==> src/rtl/piso_nbit_tx.sv <==
`default_nettype none
// ============================================================================
// Module   : piso_nbit_tx
// Purpose  : Parallel-in/serial-out transmitter. Accepts N-bit words over a
//            valid/ready handshake and emits one bit per clk on d_out, with
//            a one-word holding buffer so back-to-back words stream without
//            an idle bit. Drives the d_in of a downstream SISO chain.
// Revision : 1.0  initial release
// ============================================================================
module piso_nbit_tx #(
  parameter int N         = 4,
  parameter bit MSB_FIRST = 1'b0
) (
  input  logic         clk,
  input  logic         reset_al_in,
  input  logic [N-1:0] din,
  input  logic         din_valid,
  output logic         din_ready,
  output logic         d_out,
  output logic         frame_out,
  output logic         last_out
);

  localparam int                 c_cnt_w    = $clog2(N);
  localparam logic [c_cnt_w-1:0] c_cnt_last = c_cnt_w'(N - 1);

  localparam logic [0:0] c_st_idle  = 1'b0;
  localparam logic [0:0] c_st_shift = 1'b1;

  logic [0:0]         r_state;
  logic [0:0]         w_state_nxt;
  logic [N-1:0]       r_shift;
  logic [N-1:0]       r_hbuf;
  logic               r_hbuf_full;
  logic [c_cnt_w-1:0] r_cnt;
  logic [N-1:0]       w_shift_adv;
  logic               w_out_bit;
  logic               w_xfer;
  logic               w_last;

  // Bit order selects the shift direction and which end of the register is on the wire
  generate
    if (MSB_FIRST) begin : g_msb_first
      assign w_shift_adv = {r_shift[N-2:0], 1'b0};
      assign w_out_bit   = r_shift[N-1];
    end else begin : g_lsb_first
      assign w_shift_adv = {1'b0, r_shift[N-1:1]};
      assign w_out_bit   = r_shift[0];
    end
  endgenerate

  // Ready depends only on registered state; held low while reset is asserted
  assign din_ready = reset_al_in & ~r_hbuf_full;
  assign w_xfer    = din_valid & din_ready;
  assign w_last    = (r_state == c_st_shift) && (r_cnt == c_cnt_last);

  // State register
  always_ff @(posedge clk or negedge reset_al_in) begin
    if (!reset_al_in) r_state <= c_st_idle;
    else              r_state <= w_state_nxt;
  end

  // Next-state decode: leave SHIFT only when the last bit goes out with nothing queued
  always_comb begin
    w_state_nxt = r_state;
    case (r_state)
      c_st_idle:  if (w_xfer) w_state_nxt = c_st_shift;
      c_st_shift: if (w_last && !r_hbuf_full && !w_xfer) w_state_nxt = c_st_idle;
      default:    w_state_nxt = c_st_idle;
    endcase
  end

  // Datapath: shift register, bit counter and one-word holding buffer
  always_ff @(posedge clk or negedge reset_al_in) begin
    if (!reset_al_in) begin
      r_shift     <= '0;
      r_hbuf      <= '0;
      r_hbuf_full <= 1'b0;
      r_cnt       <= '0;
    end else if (r_state == c_st_idle) begin
      if (w_xfer) begin
        r_shift <= din;
        r_cnt   <= '0;
      end
    end else if (!w_last) begin
      r_shift <= w_shift_adv;
      r_cnt   <= r_cnt + 1'b1;
      if (w_xfer) begin
        r_hbuf      <= din;
        r_hbuf_full <= 1'b1;
      end
    end else if (r_hbuf_full) begin
      r_shift     <= r_hbuf;
      r_hbuf_full <= 1'b0;
      r_cnt       <= '0;
    end else if (w_xfer) begin
      r_shift <= din;
      r_cnt   <= '0;
    end
  end

  // Output decode from registered state; the wire idles at 0 outside a frame
  always_comb begin
    d_out     = 1'b0;
    frame_out = 1'b0;
    last_out  = 1'b0;
    if (r_state == c_st_shift) begin
      d_out     = w_out_bit;
      frame_out = 1'b1;
      last_out  = w_last;
    end
  end

endmodule
`default_nettype wire
==> config.mk <==
export PLATFORM = sky130hd
export DESIGN_NAME = piso_nbit_tx
export DESIGN_NICKNAME = d
export VERILOG_FILES = /design/src/rtl/piso_nbit_tx.sv
export SDC_FILE = /design/constraint.sdc
export NUM_CORES = 1
export LEC_CHECK = 0
export BUFFER_PORTS_ARGS = -buffer_cell sky130_fd_sc_hd__clkbuf_2
export CORE_AREA = 2 2 39 41
export CTS_BUF_LIST = sky130_fd_sc_hd__clkbuf_4
export DETAILED_ROUTE_END_ITERATION = 7
export DIE_AREA = 0 0 41 43
export PLACE_DENSITY = 0.81
export SYNTH_ARGS = -nofsm -noshare
export SYNTH_HDL_FRONTEND = slang
export SYNTH_SLANG_ARGS = --single-unit
==> constraint.sdc <==
create_clock -name clk -period 1.3 [get_ports clk]
set_input_delay 0.26 -clock clk [delete_from_list [all_inputs] [get_ports clk]]
set_output_delay 0.26 -clock clk [all_outputs]
set_load 0.05 [all_outputs]
## After elaboration in Yosys (flattened, before gate mapping)

Index checks and enable logic that the tools add are counted.

- $add $sub $neg: 1
- Multipliers: 0
- Div/mod/pow operators: 0
- Magnitude comparators: 0
- Eq/ne operators: 1
- Shifts and indexed selects: 0
- Mux-type cells: 16
- Bitwise logic cells: 5
- Reductions and logical operators: 8

Operators with widths:

| operator | count |
|---|---|
| $mux W4 | 4 |
| $mux W2 | 4 |
| $mux W1 | 7 |
| $logic_and A1 B1 Y1 | 3 |
| $not A1 Y1 | 3 |
| $reduce_and A3 Y1 | 1 |
| $add A2 B1 Y2 const B | 1 |
| $and A1 B1 Y1 | 2 |
| $eq A2 B2 Y1 const B | 1 |
| $logic_not A1 Y1 | 2 |
| $pmux W1 S2 | 1 |
| $reduce_and A2 Y1 | 1 |
| $reduce_bool A2 Y1 | 1 |

- Bits in registers: 12
- Latch bits: 0
- Memory bits (writable): 0
- ROM bits: 0
- Input port bits: 7
- Output and inout bits: 4
- Word-level logic and storage cells: 36
- Memories: 0

## Longest topological paths before layout

Gate-level depths: netlist of the first run.

- Word-level depth: 7
- Gate-level depth with buffers: 4
- Depth with buffers taken out: 4

## Worst setup path before layout of the first run

No wires, ideal clock.

- Path type: register to register
- Start point: reg r_state
- End point: reg r_shift[3]
- Library setup time: 90 ps
- Data arrival time: 1504 ps
- Required time: 1210 ps
- Path slack: -295 ps
- Stages on the path, launching flop included: 4
- Buffers on the path: 0
- Clock period less this slack: 1595 ps
- Cells stage by stage: dfrtp_1 > and2_1 > nand3_1 > o221ai_1

- Word-level cells in the longest chain between the ends: 3

Ends and longest elaborated chain:

| what | line | text |
|---|---|---|
| start, declared | 30 | `logic [0:0] r_state;` |
| start signal, assigned | 59 | `if (!reset_al_in) r_state <= c_st_idle;` |
| start signal, assigned | 60 | `else r_state <= w_state_nxt;` |
| $logic_and A1 B1 Y1 | 55 | `assign w_last = (r_state == c_st_shift) && (r_cnt == c_cnt_last);` |
| $mux W4 | 85 | `end else if (!w_last) begin` |
| $mux W4 * | 80 | `end else if (r_state == c_st_idle) begin` |
| end signal, assigned | 82 | `r_shift <= din;` |
| end signal, assigned | 86 | `r_shift <= w_shift_adv;` |
| end signal, assigned | 93 | `r_shift <= r_hbuf;` |
| end, declared | 32 | `logic [N-1:0] r_shift;` |

Mark *: on every way between the ends. The rest lies on a longest branch, timed or not.
A chain may end at the register's enable or synchronous reset.

## Final worst setup path of the first run

- Start point: reg r_cnt[0]
- End point: out last_out

- Word-level cells in the longest chain between the ends: 3

Ends and longest elaborated chain:

| what | line | text |
|---|---|---|
| start, declared | 35 | `logic [c_cnt_w-1:0] r_cnt;` |
| start signal, assigned | 87 | `r_cnt <= r_cnt + 1'b1;` |
| $eq A2 B2 Y1 | 55 |  |
| $logic_and A1 B1 Y1 | 55 |  |
| $mux W1 | 107 | `if (r_state == c_st_shift) begin` |
| end, declared | 21 | `output logic last_out` |

Every way passes these cells.

==> run summary, run 1 <==
The first global-routing pass estimated 2.19 mm of wire. Setup repair after global routing could not meet its margin everywhere. The final period utilization was 1.11. For this run, the detailed router's first-pass iteration total came to 4.

Dividing the detail-routed wire length by the instance count gives 15.6 um. The checks that failed: setup timing. The longest clock path from root to sink contains 2 buffers. Clock skew on the completed layout was measured at 0.00826 ns. For this design the top-level I/O count stands at 11. The synthesized design contains 12 register bits.

For the post-route worst hold slack, the log shows 0.248 ns. The logs give 0 for the count of warnings emitted by yosys and 606 um2 for the combined area of all synthesized cells. In this run the critical register-to-register path is captured at r_hbuf[2]. Including well taps, the total number of placed cells is 84.

The leading area contributor after synthesis was sky130_fd_sc_hd__dfrtp_1. The worst hold path was traced through 2 stages. The DRC violation count after routing was 0; the worst-case vdd ir drop was 1650 uV. For the register area, the log shows 302 um2.

Capturing element type of the critical path: a primary output. The global-route total usage across every layer is 0.190. During placement, the flow inserted port buffers numbering 10.

The tools report the clock root buffer master as sky130_fd_sc_hd__clkbuf_4. The number of hold violations in the final report was 0; the fraction of layout instances using a drive strength above 1 was 0.500. The flow ran to the end, but the final reports show violations.

TritonCTS created 3 clock buffers. The placed instances occupy a cell area of 752 um2. For the pin with the worst max-slew slack, the measured transition is 0.277 ns.

By startpoint and endpoint, the worst setup path is classified as flop to primary output. Leakage dissipation: 0.426 nW. Summing all multi-input logic gate instances after layout gives 304 um2. The last weighted congestion value of the routability-driven placer is 0.724. For the number of pins with negative max-slew slack in the final report, the log shows 0.

The worst hold path terminates at r_hbuf[1]. Summing all non-filler instances in the final layout gives an area of 867 um2. STA classifies the critical path startpoint as a flop. For this block, the routed nets add up to 1.44 mm of wire. The worst register-to-register path begins at r_cnt[0].

The starting utilization of the core area was 0.438; the final critical-path required period was 1.44 ns. The logs give 108 for the number of fillers in the final layout and 0.496 for the part of the Yosys area used for sequential elements. Clock-pin slew was measured on the worst setup and hold paths at 0.08 ns. For the worst-skew pair later-pin latency, the log shows 0.27 ns. The average instance in the mapped netlist occupies 12.1 um2. The H-tree depth is 1, and the growth of design area from synthesis to finish is 43.2%. The logs give 12 for the CTS sink count and 58 for the number of nets in the synthesized netlist. The initial antenna violation count came out at 0. The data required time at the worst endpoint is 1.04 ns, and the height of the die is 43 um.

The number of antenna diodes in the final layout is 0. Adding up every negative setup slack in the final design gives -0.318 ns. The synthesized netlist contains 19 unique library cells. Synthesis produced 50 cells.

Along the worst path, the maximum fanout reaches 3. In the final design database the tool counted 85 nets. The share of the synthesized area in the top cell type came out at 0.496. The worst-case reg-to-reg path depth is 4, and the setup slack of the most critical reg-to-reg path is -0.05 ns. By area the synthesized netlist is led by sky130_fd_sc_hd__dfrtp_1, sky130_fd_sc_hd__mux2_4, sky130_fd_sc_hd__mux2i_1. The global route total overflow is 0, and the area of the die is 1760 um2. Entering global routing, the biggest net connects 9 pins. The path class of the tightest hold or removal check is primary input to flop. TritonCTS built the clock tree. The via count of the first global-routing pass came out at 465. Timing would allow up to 0.696 GHz. Startpoint of the most critical hold path: din[1]. The logs give 0 for the antenna violation net count after detailed routing and 0.816 for the worst slew margin relative to its limit. After floorplanning, the core was sized to cover 1380 um2. The setup slack after layout came out at -0.137 ns. The routed layout has 476 vias. For this run, the number of standard cells in the final layout without fillers is 92. Row generation in the floorplan step produced 14 rows. For this design the ratio of total power to cell area is 2510 nW/um2. For the max-cap check violation count, the log shows 0. Leaving out fill and tap cells, the most frequent cells in the layout are sky130_fd_sc_hd__buf_4, sky130_fd_sc_hd__dfrtp_1, sky130_fd_sc_hd__clkbuf_2. The detailed router finished its first iteration with 9 violations. The run gives 6 as the final number of setup-violating endpoints.

After detailed routing, the number of vias per cell comes to 5.17. Detailed placement finished with a half-perimeter wire length of 895 um. Data arrives at the worst endpoint at 1.18 ns. The overall die width came out at 41 um.
[routing by layer]
layer,up-vias,global-route usage,share of wire,wire length (um)
li1,231,-,-,-
met1,235,0.239,0.42,608
met2,8,0.306,0.55,786
met3,2,0.0471,0.022,32
met4,0,0.0600,0.0070,10
met5,-,0,0,0
[area by class of cell]
class | instances | share of cell area
multi-input combinational | 33 | 0.351
sequential | 12 | 0.348
timing repair buffer | 22 | 0.222
clock buffer | 4 | 0.0346
tap | 16 | 0.0231
inverter | 5 | 0.0216
[cells by family after synthesis]
group	count (synthesis)	share of synthesized area
flip-flops	12	0.496
adder cells (fa/ha/maj)	1	0.0207
AND/OR/NAND/NOR	15	0.184
multiplexers	8	0.165
buffers and inverters	5	0.0310
AO/OA/AOI/OAI	9	0.103
[Yosys cell counts, drive strengths merged]
cell     instances
o22ai            1
ha               1
o221ai           1
o21ai            3
dfrtp           12
nor2             2
nand2b           1
mux2i            4
and2             2
o2bb2ai          3
and2b            1
inv              5
nand2            3
nand3b           1
nand3            5
a31oi            1
mux2             4
[through the flow]
stage | utilization | power [mW] | setup slack [ns]
final | 0.627 | 2.18 | -0.137
after global routing | 0.627 | 2.32 | -0.176
after CTS | 0.620 | 2.15 | -0.145
after detailed placement | 0.543 | 1.70 | -0.0425
after global placement | 0.543 | 1.66 | -0.00291
after floorplan | - | 1.38 | -0.0558
[critical path, stage by stage (launching register included)]
cell and delay [ns]:
sky130_fd_sc_hd__dfrtp_1 0.41, sky130_fd_sc_hd__ha_4 0.18, sky130_fd_sc_hd__and2_4 0.16, sky130_fd_sc_hd__clkbuf_16 0.16
[how the worst max path moves through the flow]
stage | startpoint | end | slack (ns)
5_1_grt | r_cnt[0] | last_out | -0.18
4_1_cts | r_cnt[0] | last_out | -0.15
3_3_place_gp | r_cnt[1] | r_hbuf[0] | -0.003
6_report | r_cnt[0] | last_out | -0.14
3_5_place_dp | r_cnt[1] | r_hbuf[3] | -0.04
2_1_floorplan | r_cnt[0] | r_hbuf[0] | -0.06
[sequential cells by signal, summed over array words and instances (netlist names)]
register,cells
r_cnt,2
r_shift,4
r_hbuf,4
r_hbuf_full,1
r_state,1
[where the power goes]
part	total, mW	switching (mW)	internal, mW	leakage, nW
Sequential	0.668	0.128	0.540	0.146
Clock	0.259	0.120	0.139	0.0184
Combinational	1.25	0.599	0.653	0.262
[timing repair]
item / in CTS / in global routing
pin swaps: 2 / 0
endpoints found under the setup margin: 7 / 7
resized for setup: 10 / 1
hold endpoints to repair: 12 / 0
hold buffers: 1 / 0
gates cloned: 0 / 0
buffers inserted: 2 / 1
Note: power is estimated with default switching activity, not from simulation.
==> inputs of run 2 (changes only) <==
- CORE_AREA: 2 2 39 41 -> 4 4 41 43
- DIE_AREA: 0 0 41 43 -> 0 0 45 47
==> run 2 against run 1 <==
The run still ends with setup timing left. Power rose by 5.7%. First-iteration DRC count is the same. Via count grew 4.8%. Register-to-register slack is essentially flat. Clock skew is 0.0023 ns lower. Critical path type unchanged. Largest cell class unchanged.
==> run summary, run 2 (same netlist as run 1, synthesis figures left out) <==
The initial antenna violation count was 0. The routed layout has 499 vias. The fraction of layout instances using a drive strength above 1 was 0.538. The run finished, with violations left. By startpoint and endpoint, the worst setup path is classified as flop to primary output. The total power was 2.30 mW; the first-pass GRT wire length was 2.54 mm. The power density of the placed cells is 2570 nW/um2, and the violation count after the first detailed-route iteration is 9. Counting I/O delays and the setup requirement, the final critical path takes 1.47 ns.

Summing all placed instances gives a cell area of 743 um2. Signal routing reaches up to met4. The final period utilization works out to 1.13. For the number of hold violations in the final report, the log shows 0. The largest registers in the layout are r_hbuf (4), r_shift (4), r_cnt (2).

Dividing the detail-routed via count by the number of cells gives 5.25. The tools report the number of fillers in the final layout as 107. For the worst slew margin relative to its limit, the log shows 0.865. On the critical path, the stage with the largest delay is an instance of sky130_fd_sc_hd__dfrtp_1. The starting utilization of the core area was 0.465. The detailed router put a total of 705 um of wire on met1. Entering global routing, the biggest net connects 8 pins.

The run gives 7 as the final number of setup-violating endpoints. Core occupancy in the finished layout: 0.688. The global route total overflow came out at 0.

The run gives 11 as the top-level I/O count. The HPWL after detailed placement is 1.04 mm. The library cells used most frequently in the layout, excluding fill and tap cells, are sky130_fd_sc_hd__buf_4, sky130_fd_sc_hd__dfrtp_1, sky130_fd_sc_hd__clkbuf_2. Clock tree synthesis found a total of 12 sinks. The number of placed cells counting well taps was 82; the setup TNS was -0.427 ns.

The library cell used most frequently in the layout, excluding fill and tap cells, is sky130_fd_sc_hd__buf_4. From bottom edge to top edge, the die measures 47 um. Leaving out filler cells and counting taps, the final layout contains 95. The logs give 1 for the H-tree depth and 896 um2 for the post-route cell area. For this design the static power due to leakage is 0.443 nW.

After floorplanning, the core was divided into 13 placement rows. Last weighted congestion value of the routability-driven placer: 0.833. Detailed routing placed a total of 803 um of wire on met2. The count of nets left with antenna violations once routing finished came out at 0. Among cell families on the critical path, the largest total delay comes from flip-flops. The logs give 1.04 ns for the data required time at the worst endpoint and 80 um for the sum of met3 wire segment lengths after detailed routing. Timing would allow up to 0.682 GHz. The slew at the pin closest to its max-slew limit is 0.203 ns. The tools report the capturing element type of the critical path as a primary output. The first TritonRoute pass finished after 4 iterations.

The final reports fail on setup timing. The global-route total usage across every layer is 0.183. The worst hold path belongs to the class primary input to flop. Prior to clock tree synthesis, the placed netlist has a worst setup slack of -0.0673 ns. VDD sags by at most 1220 uV. TritonCTS built the clock tree. The number of antenna diodes in the final layout is 0. The TritonCTS buffer count was 3; the number of port buffers was 10. The detail-routed net length per standard cell came out at 17.0 um.

Data arrives at the worst endpoint at 1.21 ns. STA classifies the critical path startpoint as a flop. The root buffer cell chosen for the clock tree is sky130_fd_sc_hd__clkbuf_4. The clock-pin slew on the worst setup and hold paths is 0.08 ns. Clock skew on the completed layout was measured at 0.00599 ns. The growth of design area from synthesis to finish was 47.9%; the worst-skew pair later-pin latency was 0.28 ns.

Overall die width: 45 um. In the routed design, unresolved DRC markers number 0. Setup repair after global routing could not meet its margin everywhere. The final net count is 89. Along the worst path, the maximum fanout reaches 3. The setup slack after layout was -0.165 ns. The area of the die is 2120 um2. The area of the core region was 1300 um2. The tool flagged a number of max-cap violations equal to 0. The logs give 1.62 mm for the total wire length and 0.238 ns for the post-route worst hold slack. The buffering stage count on the worst path with inverters included was 1. The via count of the first global-routing pass was 539. The signal on the critical path passes through ha_4 -> and2_4 -> clkbuf_16. Maximum buffer depth of the clock tree: 2.

The largest stage delay on the critical path is 0.42 ns, and the number of pins with negative max-slew slack in the final report is 0.
-- run 2: changes by cell type in the layout (fill, tap and decap cells not counted), sizes merged --
cell	change
buf	+5
clkbuf	-2
clkinv	+1
-- run 2: layout make-up --
cell class	count	area, um2	share of cell area
well taps	15	18.8	0.0209
clock inverters	1	3.75	0.00419
repair buffers	26	215	0.240
clock buffers	3	22.5	0.0251
inverters	5	18.8	0.0209
multi-input cells	33	315	0.352
flip-flops and latches	12	302	0.337
-- run 2: what timing repair did --
item,CTS,global route
hold buffers,1,0
buffers inserted,5,3
cloned,0,0
hold endpoints to repair,12,0
gates resized for setup,9,8
pin swaps,2,1
setup endpoints to repair,8,9
-- run 2: worst reg2reg max path, cell delays in order (launching register included) --
cell	delay [ns]
sky130_fd_sc_hd__dfrtp_1	0.42
sky130_fd_sc_hd__ha_4	0.18
sky130_fd_sc_hd__nand2b_4	0.15
sky130_fd_sc_hd__nor2_4	0.18
sky130_fd_sc_hd__mux2_4	0.32
-- run 2: worst paths after layout --
path	start	endpoint	slack, ns	cells after the start
max	r_cnt[1]	last_out	-0.17	3
min	din[2]	r_hbuf[2]	0.24	2
max reg2reg	r_cnt[1]	r_hbuf[1]	-0.06	4
min reg2reg	r_hbuf[2]	r_hbuf[2]	0.54	1
max in group asynchronous	reset_al_in	r_state	0.61	3
min in group asynchronous	reset_al_in	r_shift[2]	0.56	3
-- run 2: per-layer routing --
| layer | vias up | track usage |
|---|---|---|
| met2 | 9 | 0.322 |
| met5 | - | 0 |
| met1 | 250 | 0.188 |
| li1 | 236 | - |
| met4 | 0 | 0.105 |
| met3 | 4 | 0.0651 |
-- run 2: power by group --
part	leakage (nW)	internal, mW	switching (mW)
sequential	0.146	0.540	0.151
combinational	0.281	0.721	0.641
clock	0.0154	0.112	0.139
